[src/rtl/keypad_digit_decoder.sv]
// Classifies a strobed 4-bit keycode as a digit (0-9) or an operator (10-15).
// Latency: 1 clock, registered outputs; one decode result per strobed cycle.
// Backpressure: none, every strobed cycle is decoded and non-strobed cycles zero the outputs.
module keypad_digit_decoder (
    input  logic       clk,
    input  logic       nrst,
    input  logic       keystrobe,
    input  logic [3:0] keycode,
    output logic       isdig,
    output logic [3:0] digitCode,
    output logic       isop,
    output logic [2:0] opCode
);

    logic       dig_nxt;
    logic       op_nxt;
    logic [3:0] digit_nxt;
    logic [2:0] op_nxt_code;
    logic [3:0] op_offset;

    // Offset from the lowest operator key; only the 3 LSBs are meaningful for 10..15.
    assign op_offset = keycode - 4'd10;

    // Unstrobed cycles force every field to zero so an undriven keycode cannot leak through.
    always_comb begin
        dig_nxt     = 1'b0;
        op_nxt      = 1'b0;
        digit_nxt   = 4'd0;
        op_nxt_code = 3'd0;
        if (keystrobe) begin
            if (keycode <= 4'd9) begin
                dig_nxt   = 1'b1;
                digit_nxt = keycode;
            end else begin
                op_nxt      = 1'b1;
                op_nxt_code = op_offset[2:0];
            end
        end
    end

    always_ff @(posedge clk or negedge nrst) begin
        if (!nrst) begin
            isdig     <= 1'b0;
            digitCode <= 4'd0;
            isop      <= 1'b0;
            opCode    <= 3'd0;
        end else begin
            isdig     <= dig_nxt;
            digitCode <= digit_nxt;
            isop      <= op_nxt;
            opCode    <= op_nxt_code;
        end
    end

endmodule

[config.mk]
export PLATFORM = sky130hd
export DESIGN_NAME = keypad_digit_decoder
export DESIGN_NICKNAME = d
export VERILOG_FILES = /design/src/rtl/keypad_digit_decoder.sv
export SDC_FILE = /design/constraint.sdc
export NUM_CORES = 1
export LEC_CHECK = 0
export BUFFER_PORTS_ARGS = -buffer_cell sky130_fd_sc_hd__buf_2
export CORE_AREA = 2 2 39 41
export CTS_CLUSTER_SIZE = 30
export DETAILED_ROUTE_END_ITERATION = 6
export DIE_AREA = 0 0 41 43
export GPL_TIMING_DRIVEN = 0
export MAX_ROUTING_LAYER = met4
export PLACE_DENSITY_LB_ADDON = 0.3
export SLEW_MARGIN = 40
export SYNTH_ARGS = -nofsm -noshare
export SYNTH_HDL_FRONTEND = slang
export SYNTH_SLANG_ARGS = --single-unit
[constraint.sdc]
create_clock -name clk -period 0.8 [get_ports clk]
set_input_delay 0.12 -clock clk [delete_from_list [all_inputs] [get_ports clk]]
set_output_delay 0.12 -clock clk [all_outputs]
set_load 0.005 [all_outputs]
==> implementation parameters <==
Parameter                              Value

Power
  Proportion of power drawn by flip-flops and latches ... 0.543
  PwrDens ... 2012 nW/µm²
  Total leakage power ... 0.0002470 µW
  Share of total power consumed by net switching ... 0.2002
  Psw ... 175.5 µW
  Worst ir drop on vdd ... 0.4701 mV
  Clock power frac ... 0.366
  Relative contribution of combinational cells to total power ... 0.091
  Internal portion of total power ... 700.8 µW

Synth
  Post-Synthesis Cells ... 23
  Synthesized area per cell ... 13.22 µm²
  Number of distinct standard cells referenced by the synthesized netlist ... 12
  Syn Nets ... 30
  Sequential cell area fraction in the yosys report ... 0.7407
  Ys Warns ... 0
  Number of flip-flops and latches in the synthesized netlist ... 9
  Cell area after technology mapping ... 304.0 µm²

Floorplanning
  Chip width ... 41 µm
  Total number of placement rows ... 14
  Die Area ... 1763 µm²
  Starting density of the core ... 0.2197
  Number of top-level pins ... 16
  Floorplan Core Area ... 1384 µm²
  Height of the die ... 43 µm

CTS
  Buffers inserted during post-CTS setup optimization ... 0
  Resized Gates After CTS ... 0
  Clock tree from TritonCTS ... done
  Clock sink total ... 9
  Clock-pin slew on the worst setup and hold paths ... 0.05 ns
  H-Tree Depth ... 1
  Root buffer cell ... sky130_fd_sc_hd__clkbuf_4
  Number of CTS-inserted buffers ... 3
  Bufs on Longest Clock Path ... 2

Worst setup path
  Critical Path End Type ... output port
  First element of the critical path ... digitCode[1]
  CP max-delay cell ... sky130_fd_sc_hd__dfrtp_1
  Crit path cell chain ... buf_2
  Signal arrival time at the worst endpoint ... 0.72 ns
  Largest delay contributor family on the critical path ... flip-flops
  End of the critical path ... digitCode[1]
  Kind of critical path ... reg -> out
  Crit-path max cell delay ... 0.36 ns
  Startpoint type of the worst setup path ... register
  Buffers plus inverters on the worst setup path ... 1
  Crit. path cell count ... 1
  Required time at the worst-slack endpoint ... 0.68 ns
  Largest driver fanout on the critical path ... 1

Detailed routing
  Iteration-0 DRC Markers ... 6
  Total number of vias ... 237
  Number of routed nets with antenna violations ... 0
  WL met1 ... 203 µm
  DR DRC count ... 0
  Routed met3 length ... 26 µm
  Highest signal layer in the routed design ... met4
  Drt total wl ... 510 µm
  TritonRoute pass-1 iters ... 2
  Wire per inst ... 8.644 µm
  Via-to-Cell Ratio ... 4.017
  Wire length on met2 ... 272 µm

Place
  Post-detail-place hpwl ... 418.6 µm
  RD Place Congestion ... 0.6908
  Number of placed instances, taps included ... 54
  Number of buffers added on ports ... 15

Timing
  Final Hold Viols ... 0
  Period utilisation layout ... 1.050
  Setup TNS ... -0.3044 ns
  Pins over their slew limit ... 0
  Peak Freq ... 1191 MHz
  Minimum clock period ... 0.8400 ns
  RSZ-0062 raised after global routing ... yes
  Setup slack of the critical path after layout ... -0.03998 ns
  Number of setup violations in the final report ... 9
  Relative max-transition margin ... 0.8726
  Slew at the pin closest to its max-slew limit ... 0.1911 ns

Global route
  Via count of the first global-routing pass ... 254
  Overall Global Routing Usage ... 0.08446
  Largest net degree at the start of global routing ... 10
  Global-route wire length before repair ... 910 µm
  Global-route congestion overflow total ... 0
  Number of antenna violations at the first check in global routing ... 0

Run status
  Violations in the final reports ... setup timing
  Outcome ... finished with violations

Layout
  Number of cells in the finished layout apart from fillers ... 59
  Leading cell type in the layout, fill and taps excluded ... sky130_fd_sc_hd__buf_2
  Area added between synthesis and finish ... 43.21%
  Number of diodes ... 0
  Number of filler instances in the final layout ... 154
  Leading cell types in the layout, fill and taps excluded ... sky130_fd_sc_hd__buf_2, sky130_fd_sc_hd__dfrtp_1, sky130_fd_sc_hd__nor2_1, sky130_fd_sc_hd__clkbuf_4
  Nets ... 51
  Final Core Density ... 0.3146
  Layout cells sized above 1 ... 0.4651

Min path
  Class of the worst hold path ... in -> reg

Flow run
  Max capacitance violation total ... 0
## cells by family (layout without fill, tap and decap cells)
family          after synthesis  after routing  share of synthesized area
simple gates                 12             12                     0.2304
buf+inv                       1             21                    0.01233
flops                         9              9                     0.7408
compound gates                1              1                    0.01645
## metal layers
layer  vias to the layer above  global-route usage
met1                       106             0.09060
li1                        118                   -
met2                        11              0.1125
met4                         0             0.08000
met3                         2             0.03141
met5                         -                   -
## synthesized netlist by cell type
cell type                 n  area [µm²]
sky130_fd_sc_hd__and2_1   1       6.260
sky130_fd_sc_hd__and3_1   1       6.260
sky130_fd_sc_hd__and3b_1  1       8.760
sky130_fd_sc_hd__dfrtp_1  9       225.2
sky130_fd_sc_hd__inv_2    1       3.750
sky130_fd_sc_hd__nand2_1  1       3.750
sky130_fd_sc_hd__nand3_1  1       5.000
sky130_fd_sc_hd__nor2_1   4       15.01
sky130_fd_sc_hd__nor3_1   1       5.000
sky130_fd_sc_hd__nor3b_1  1       7.510
sky130_fd_sc_hd__nor3b_2  1       12.51
sky130_fd_sc_hd__o21ai_1  1       5.000
## timing repair
| item | 4_1_cts | 5_1_grt |
|---|---|---|
| hold buffers | 1 | 0 |
| setup endpoints to repair | 9 | 9 |
| hold endpoints to repair | 9 | 0 |
## worst min path at each step
stage	to	cells past startpoint	start	slack, ns
4_1_cts	digitCode[1]	2	keycode[3]	0.07
5_1_grt	digitCode[1]	2	keycode[3]	0.08
3_5_place_dp	digitCode[2]	1	nrst	-0.02
2_1_floorplan	digitCode[0]	0	nrst	-0.18
6_report	digitCode[1]	2	keycode[3]	0.08
3_3_place_gp	digitCode[2]	1	nrst	-0.02
## cell type report
cell class / instances / area, µm² / area share
inverter: 1 / 3.754 / 0.008621
clock buffer: 4 / 26.28 / 0.06034
multi-input combinational: 13 / 75.07 / 0.1724
timing repair buffer: 16 / 85.08 / 0.1954
tap: 16 / 20.02 / 0.04598
sequential: 9 / 225.2 / 0.5172
## sequential cells by signal, indices dropped and copies added, names as in the netlist
| name | cells |
|---|---|
| isop | 1 |
| opCode | 3 |
| digitCode | 4 |
| isdig | 1 |
## stage by stage
step / setup slack (ns) / hold WS (ns) / instance area, µm² / total power, µW
3_5_place_dp: 0.1747 / -0.02288 / 399.1 / 562.0
5_1_grt: -0.08062 / 0.08055 / 435.4 / 932.0
4_1_cts: -0.05673 / 0.07072 / 435.4 / 894.7
3_3_place_gp: 0.1729 / -0.02303 / 399.1 / 560.9
2_1_floorplan: 0.3307 / -0.1756 / 304.0 / 510.0
6_report: -0.03998 / 0.07746 / 435.4 / 876.2
## power by group through the flow
stage / clock network, µW / registers (µW) / logic, µW
global placement: 0 / 484 / 76.6
CTS: 337 / 476 / 82.1
floorplan: 0 / 488 / 21.6
finish: 321 / 476 / 79.4
detailed placement: 0 / 484 / 77.7
global route: 360 / 477 / 94.4
No activity file was read; power rests on OpenSTA's default activity.
